<file path="src/rtl/mem_align_splitter.sv">
// Splits misaligned HALF/WORD accesses into byte beats and merges load bytes;
// aligned accesses pass straight through to the memory stage.
module mem_align_splitter #(
  parameter int XLEN           = 32,
  parameter bit ALLOW_MISALIGN = 1'b1
) (
  input  logic            clk_i,
  input  logic            rst_i,
  input  logic            flush_i,
  input  logic            ex_valid_i,
  input  logic [XLEN-1:0] ex_addr_i,
  input  logic            ex_rw_i,
  input  logic [1:0]      ex_rw_size_i,
  input  logic [XLEN-1:0] ex_wdata_i,
  input  logic            ex_ld_sign_i,
  output logic            mem_valid_o,
  output logic [XLEN-1:0] mem_addr_o,
  output logic            mem_rw_o,
  output logic [1:0]      mem_rw_size_o,
  output logic [XLEN-1:0] mem_wdata_o,
  output logic            mem_ld_sign_o,
  input  logic            mem_done_i,
  input  logic [XLEN-1:0] mem_rdata_i,
  output logic            res_valid_o,
  output logic [XLEN-1:0] res_rdata_o,
  output logic            stall_o,
  output logic            fault_o
);

  localparam logic [1:0] SizeByte = 2'b00;
  localparam logic [1:0] SizeHalf = 2'b01;
  localparam logic [1:0] SizeWord = 2'b10;

  typedef enum logic [1:0] {IDLE, SPLIT, DONE} state_t;

  state_t          state_q, state_d;
  logic [1:0]      k_q, k_d;
  logic [1:0]      lastK_q, lastK_d;
  logic [XLEN-1:0] addr_q, addr_d;
  logic [XLEN-1:0] wdata_q, wdata_d;
  logic            rw_q, rw_d;
  logic            sign_q, sign_d;
  logic            half_q, half_d;
  logic [XLEN-1:0] merge_q, merge_d;
  logic            misaligned;

  assign misaligned = ((ex_rw_size_i == SizeHalf) && ex_addr_i[0]) ||
                      ((ex_rw_size_i == SizeWord) && (ex_addr_i[1:0] != 2'b00));

  always_ff @(posedge clk_i) begin
    if (rst_i) begin
      state_q <= IDLE;
      k_q     <= 2'd0;
      lastK_q <= 2'd0;
      addr_q  <= '0;
      wdata_q <= '0;
      rw_q    <= 1'b0;
      sign_q  <= 1'b0;
      half_q  <= 1'b0;
      merge_q <= '0;
    end else begin
      state_q <= state_d;
      k_q     <= k_d;
      lastK_q <= lastK_d;
      addr_q  <= addr_d;
      wdata_q <= wdata_d;
      rw_q    <= rw_d;
      sign_q  <= sign_d;
      half_q  <= half_d;
      merge_q <= merge_d;
    end
  end

  always_comb begin
    state_d       = state_q;
    k_d           = k_q;
    lastK_d       = lastK_q;
    addr_d        = addr_q;
    wdata_d       = wdata_q;
    rw_d          = rw_q;
    sign_d        = sign_q;
    half_d        = half_q;
    merge_d       = merge_q;
    mem_valid_o   = 1'b0;
    mem_addr_o    = '0;
    mem_rw_o      = 1'b0;
    mem_rw_size_o = 2'b00;
    mem_wdata_o   = '0;
    mem_ld_sign_o = 1'b0;
    res_valid_o   = 1'b0;
    res_rdata_o   = '0;
    stall_o       = 1'b0;
    fault_o       = 1'b0;

    case (state_q)
      IDLE: begin
        if (ex_valid_i) begin
          if (!misaligned) begin
            mem_valid_o   = 1'b1;
            mem_addr_o    = ex_addr_i;
            mem_rw_o      = ex_rw_i;
            mem_rw_size_o = ex_rw_size_i;
            mem_wdata_o   = ex_wdata_i;
            mem_ld_sign_o = ex_ld_sign_i;
            res_valid_o   = mem_done_i;
            res_rdata_o   = mem_rdata_i;
            stall_o       = ~mem_done_i;
          end else if (ALLOW_MISALIGN) begin
            state_d = SPLIT;
            k_d     = 2'd0;
            lastK_d = (ex_rw_size_i == SizeHalf) ? 2'd1 : 2'd3;
            addr_d  = ex_addr_i;
            wdata_d = ex_wdata_i;
            rw_d    = ex_rw_i;
            sign_d  = ex_ld_sign_i;
            half_d  = (ex_rw_size_i == SizeHalf);
            merge_d = '0;
            stall_o = 1'b1;
          end else begin
            fault_o = 1'b1;
          end
        end
      end
      SPLIT: begin
        mem_valid_o        = 1'b1;
        mem_addr_o         = addr_q + XLEN'(k_q);
        mem_rw_o           = rw_q;
        mem_rw_size_o      = SizeByte;
        mem_wdata_o[7:0]   = wdata_q[8*k_q +: 8];
        stall_o            = 1'b1;
        if (mem_done_i) begin
          merge_d[8*k_q +: 8] = mem_rdata_i[7:0];
          k_d                 = k_q + 2'd1;
          if (k_q == lastK_q) begin
            state_d = DONE;
          end
        end
      end
      DONE: begin
        res_valid_o = 1'b1;
        if (!rw_q) begin
          res_rdata_o = half_q ? {{(XLEN-16){sign_q & merge_q[15]}}, merge_q[15:0]}
                               : merge_q;
        end
        state_d = IDLE;
        k_d     = 2'd0;
      end
      default: begin
        state_d = IDLE;
      end
    endcase

    // Flush (and reset) wins over a completing beat and silences every output.
    if (flush_i || rst_i) begin
      state_d       = IDLE;
      k_d           = 2'd0;
      merge_d       = '0;
      mem_valid_o   = 1'b0;
      mem_addr_o    = '0;
      mem_rw_o      = 1'b0;
      mem_rw_size_o = 2'b00;
      mem_wdata_o   = '0;
      mem_ld_sign_o = 1'b0;
      res_valid_o   = 1'b0;
      res_rdata_o   = '0;
      stall_o       = 1'b0;
      fault_o       = 1'b0;
    end
  end

endmodule

</file>
<file path="config.mk">
export PLATFORM = sky130hd
export DESIGN_NAME = mem_align_splitter
export DESIGN_NICKNAME = d
export VERILOG_FILES = /design/src/rtl/mem_align_splitter.sv
export SDC_FILE = /design/constraint.sdc
export NUM_CORES = 1
export LEC_CHECK = 0
export CAP_MARGIN = 10
export CORE_ASPECT_RATIO = 1.25
export CORE_UTILIZATION = 46
export DETAILED_ROUTE_END_ITERATION = 10
export PLACE_DENSITY = 0.88
export SLEW_MARGIN = 40
export SYNTH_ARGS = -nofsm -noshare
export SYNTH_HDL_FRONTEND = slang
export SYNTH_SLANG_ARGS = --single-unit
</file>
<file path="constraint.sdc">
create_clock -name clk_i -period 2.4 [get_ports clk_i]
set_input_delay 0.36 -clock clk_i [delete_from_list [all_inputs] [get_ports clk_i]]
set_output_delay 0.36 -clock clk_i [all_outputs]
set_load 0.02 [all_outputs]
</file>
## Yosys cells after proc, flatten, opt, wreduce, memory -nomap -nowiden

Cells that the tools add are included.

- Register bits after elaboration: 105
- Bits of input ports: 105
- Output and inout bits: 104
- Word-level logic and storage cells: 93

- Add/sub/neg operators: 3
- Equal/unequal tests: 9
- Shifts and indexed selects: 3
- Mux-type cells: 54
- Bitwise gates (word level): 2
- Reduce and logical (&&, ||, !) cells: 13

Operator list:

| cell | count |
|---|---|
| $mux W32 | 14 |
| $pmux W32 S2 | 3 |
| $neg A5 Y34 | 1 |
| $shift A8 B34 Y32 const A | 1 |
| $shiftx A8 B34 Y32 | 1 |
| $add A32 B2 Y32 | 1 |
| $bwmux W32 | 1 |
| $shiftx A32 B6 Y8 | 1 |
| $mux W2 | 12 |
| $mux W24 | 1 |
| $mux W1 | 16 |
| $pmux W8 S2 | 1 |
| $reduce_and A4 Y1 | 3 |
| $ne A2 B2 Y1 const B | 4 |
| $pmux W1 S2 | 4 |
| $pmux W2 S3 | 1 |
| $eq A2 B1 Y1 const B | 2 |
| $eq A2 B2 Y1 const B | 2 |
| $pmux W2 S2 | 1 |
| $reduce_bool A2 Y1 | 2 |
| $reduce_and A3 Y1 | 1 |
| $reduce_bool A3 Y1 | 1 |
| $add A2 B1 Y2 const B | 1 |
| $eq A2 B2 Y1 | 1 |
| 6 further kinds | 8 |

## Depth between registers and ports, before layout

- Depth in word-level cells: 7
- Gate-level depth with buffers: 9
- Depth with buffers taken out: 7

## Least setup slack after synthesis

OpenSTA, ideal clock, no wires.

- Path type: register to output
- Start point: register k_q[0]
- End point: output mem_addr_o[26]
- Arrival time: 2127 ps
- Data required time: 2040 ps
- Path slack: -87 ps
- Cell stages (with the launch flop): 8
- Buffers on the path: 0
- Cells stage by stage: dfxtp_1 -> ha_1 -> fa_1 -> nand4_1 -> nor3_4 -> nand2_1 -> xor2_1 -> o21ai_0

- Longest elaborated chain between the ends: 3

Ends and longest elaborated chain:

| element | RTL line | source |
|---|---|---|
| start: declaration | 37 | `logic [1:0] k_q, k_d;` |
| start signal: assignment | 63 | `k_q <= k_d;` |
| $add A32 B2 Y32 | 126 | `mem_addr_o = addr_q + XLEN'(k_q);` |
| $pmux W32 S2 | 95 | `case (state_q)` |
| $mux W32 | 154 | `if (flush_i \|\| rst_i) begin` |
| end: declaration | 17 | `output logic [XLEN-1:0] mem_addr_o,` |

Every way passes these cells.

## Worst setup path in the final report

- Start point: register k_q[0]
- End point: output mem_addr_o[14]

Same word-level chain as after synthesis.

==> reports/qor.yml <==
max_cap_violations: 0
vdd_ir_drop_max_mv: 0.391
detailedPlace.worstSlack_ns: -0.521
violations_in_the_final_reports: "setup timing"
placement.cell_area_sq_mm: 0.00863
multiInputGateArea_sq_mm: 0.00371
cp.arrival_ns: 2.25
areaGrowthSynthToFinish_pct: 47.3
fp-row-count: 46
clkSlewWorstSetupHoldPaths_ns: 0.07
crit_path_top_delay_cell: "sky130_fd_sc_hd__fa_2"
worst_ep_required_time_ns: 2.04
grt_first_pass_wirelength_mm: 30.8
overflow: 0
drt-initial-drc-count: 335
syn_avg_cell_area_sq_um: 7.39
initial_utilization_pct: 47.1
critical-path-max-stage-delay_ns: 0.36
hold_wc_startpoint: "wdata_q[26]"
hold_buffers: 0
synth_xor_xnor_area_share_pct: 4.82
most_used_standard_cell_by_instance_count_after_synthesis: "sky130_fd_sc_hd__nand2_1"
worstSetupEndpointType: "output pin"
post_drt_wl_per_cell_um: 16.4
die_w_um: 104
num-nets-final: 1166
cts_htree_levels: 3
leakage_nw: 3.43
fin_setup_tns_ns: -2.50
synth.yosys.seq_area_share_pct: 35.1
syn_area_sq_mm: 0.00600
design.portCount: 209
synthAdderAreaFrac_pct: 1.59
grt_start_max_net_pins: 70
placement.io_buffers: 207
cts.root.buffer_cell: "sky130_fd_sc_hd__clkbuf_16"
yosys.area_share.simple_pct: 29.1
p_per_area_mw_per_mm2: 474
worst_path_maximum_fanout: 8
critPathLaunch: "k_q[0]"
clockBufferDepth: 2
final-seq-area_sq_mm: 0.00211
status: "complete, but fails checks"
path_cells: "ha_4, fa_2, nand4_1, nor3_4, buf_12, and3_1, xnor2_1, o21ai_1, buf_4"
fmax_ghz: 0.383
gp_routability_congestion: 0.860
fin_crit_sh_pct: 109
grt_util_all_layers_pct: 28.4
number_of_global_route_vias_before_repair: 6371
dpl.hpwl_mm: 13.8
worst_r2r_startpoint: "k_q[0]"
cts_tree: "yes"
final_worst_path_period_need_ns: 2.61
final_layout_size_suffix_gt1_share_pct: 23.5
placed_cells: 1195
worstSetupPathType: "flip-flop to output pin"
ys_async_sr_fraction_pct: 0
die_y_um: 130
fp.dieArea_sq_mm: 0.0135
routed_wirelength_mm: 20.1
num_vias: 6839
synth_compound_area_share_pct: 20.9
setup_ws_ns: -0.213
worstMarginPinSlew_ns: 0.740
clkSinkCount: 105
number_of_pins_with_negative_max_slew_slack_in_the_final_report: 0
setup_violators_final: 24
share_of_cell_area_taken_by_muxes_after_synthesis_pct: 3.00
cts_inserted_buffers: 9
clk_latency_ns: 0.34
ant_nets: 0
fin_cells: 1226
clock-skew-final_ns: 0.00573
synth_enable_flop_cells: 0
total_power_mw: 4.19
slew_headroom_pct: 50.7
synthTopCellsByCount: "sky130_fd_sc_hd__nand2_1, sky130_fd_sc_hd__a21oi_1, sky130_fd_sc_hd__dfxtp_1, sky130_fd_sc_hd__nor2_1, sky130_fd_sc_hd__nand3_1"
crit_path_start_kind: "flip-flop"
syn_nets: 923
netlist_instances: 811
yosys_warnings: 0
firstDrtPassIters: 5
largest_family_of_logic_cells_by_synthesized_area: "simple AND/OR/NAND/NOR gates"
post-synth-top-area-cell: "sky130_fd_sc_hd__dfxtp_1"
floorplan.core_area_sq_mm: 0.0127
synth-main-ff-cell: "sky130_fd_sc_hd__dfxtp_1"
post_drt_via_cell_ratio: 5.58
antenna_found_initial: 0
fillers: 1012
report.final.hold_viol_count: 0
fin_area_sq_mm: 0.00883
yosysTopAreaCellShare_pct: 35.1
rsz0062_at_grt: "true"
synth_seq_cells: 105
insertedDiodeCount: 0
post-route-drc-count: 0
netlist_top_cells_area: "sky130_fd_sc_hd__dfxtp_1, sky130_fd_sc_hd__nand2_1, sky130_fd_sc_hd__a21oi_1, sky130_fd_sc_hd__a22oi_1, sky130_fd_sc_hd__nand3_1"
hold_path.class: "flip-flop to flip-flop"
synth_cell_types: 53
state kept, by name, indices dropped and copies added (netlist names):
register,flops
addr_q,32
half_q,1
k_q,2
lastK_q,2
merge_q,32
rw_q,1
sign_q,1
state_q,2
wdata_q,32
final cells by class:
| class | instances | share of cell area, % |
|---|---|---|
| Tap cell | 168 | 2.38 |
| Timing Repair Buffer | 293 | 28.2 |
| Multi-Input combinational cell | 639 | 42.1 |
| Inverter | 6 | 0.255 |
| Clock buffer | 10 | 2.59 |
| Clock inverter | 5 | 0.638 |
| Sequential cell | 105 | 23.9 |
cells by family (layout without fill, tap and decap cells):
| logic type | after synthesis | in the layout |
|---|---|---|
| buf+inv | 67 | 314 |
| other cells | 1 | 1 |
| flops | 105 | 105 |
| mux | 8 | 8 |
| compound gates | 208 | 208 |
| simple gates | 382 | 382 |
| fa+ha+maj | 7 | 7 |
| xor+xnor | 33 | 33 |
critical path, delay by kind of cell (launching register included):
kind	cells	cell delay, ns
AOI/OAI and AO/OA	1	0.15
and+or+nand+nor	3	0.46
DFF	1	0.34
xor gates and xnor gates	1	0.13
buffers and inverters	2	0.30
adders and majority gates	2	0.52
cell usage in the layout (no fill, tap or decap), types with 5 or more instances in the layout:
master / count
sky130_fd_sc_hd__nand2_1: 205
sky130_fd_sc_hd__a21oi_1: 106
sky130_fd_sc_hd__dfxtp_1: 102
sky130_fd_sc_hd__clkdlybuf4s50_1: 99
sky130_fd_sc_hd__buf_4: 94
sky130_fd_sc_hd__nor2_1: 48
sky130_fd_sc_hd__nand3_1: 42
sky130_fd_sc_hd__buf_2: 36
sky130_fd_sc_hd__clkbuf_2: 35
sky130_fd_sc_hd__a22oi_1: 30
sky130_fd_sc_hd__and2_1: 28
sky130_fd_sc_hd__o21ai_1: 23
sky130_fd_sc_hd__xor2_1: 21
sky130_fd_sc_hd__o21ai_0: 17
sky130_fd_sc_hd__o31ai_1: 16
sky130_fd_sc_hd__nand4_1: 13
sky130_fd_sc_hd__clkbuf_16: 10
sky130_fd_sc_hd__buf_12: 10
sky130_fd_sc_hd__mux4_2: 8
sky130_fd_sc_hd__and3_1: 7
sky130_fd_sc_hd__buf_6: 7
sky130_fd_sc_hd__inv_1: 6
sky130_fd_sc_hd__xnor2_1: 6
sky130_fd_sc_hd__ha_1: 5
where the power goes:
part	leakage [nW]	switching (mW)	total (mW)	internal [mW]
Clock	0.139	0.659	1.46	0.805
Combinational	2.44	0.461	0.881	0.420
Sequential	0.854	0.0426	1.84	1.80
Total	3.43	1.16	4.19	3.02
routing by layer:
layer  vias up  share of wire [%]  global-route usage, %
met5         -                  0                      0
met4         0                4.3                   16.9
met3        62                5.6                   3.67
met2       291                 51                   51.6
met1      3209                 39                   32.2
li1       3277                  -                      -
final timing paths:
| path | endpoint | slack (ns) | cells past startpoint |
|---|---|---|---|
| worst max-delay path | mem_addr_o[14] | -0.21 | 9 |
| worst min-delay path | wdata_q[26] | 0.45 | 2 |
| worst max register to register | merge_q[9] | 0.43 | 7 |
| worst min register to register | wdata_q[26] | 0.45 | 2 |
stage by stage:
stage	hold slack [ns]	util (%)
2_1_floorplan	0.432	-
3_3_place_gp	0.438	67.9
3_5_place_dp	0.444	67.9
4_1_cts	0.452	69.8
5_1_grt	0.471	69.4
6_report	0.453	69.4
repair_timing:
item / CTS / global route
endpoints found under the setup margin: 103 / 102
gates cloned: 2 / 1
gates resized for setup: 356 / 95
pin swaps: 20 / 12
setup buffers: 7 / 7
Power figures use the tool's default switching activity.
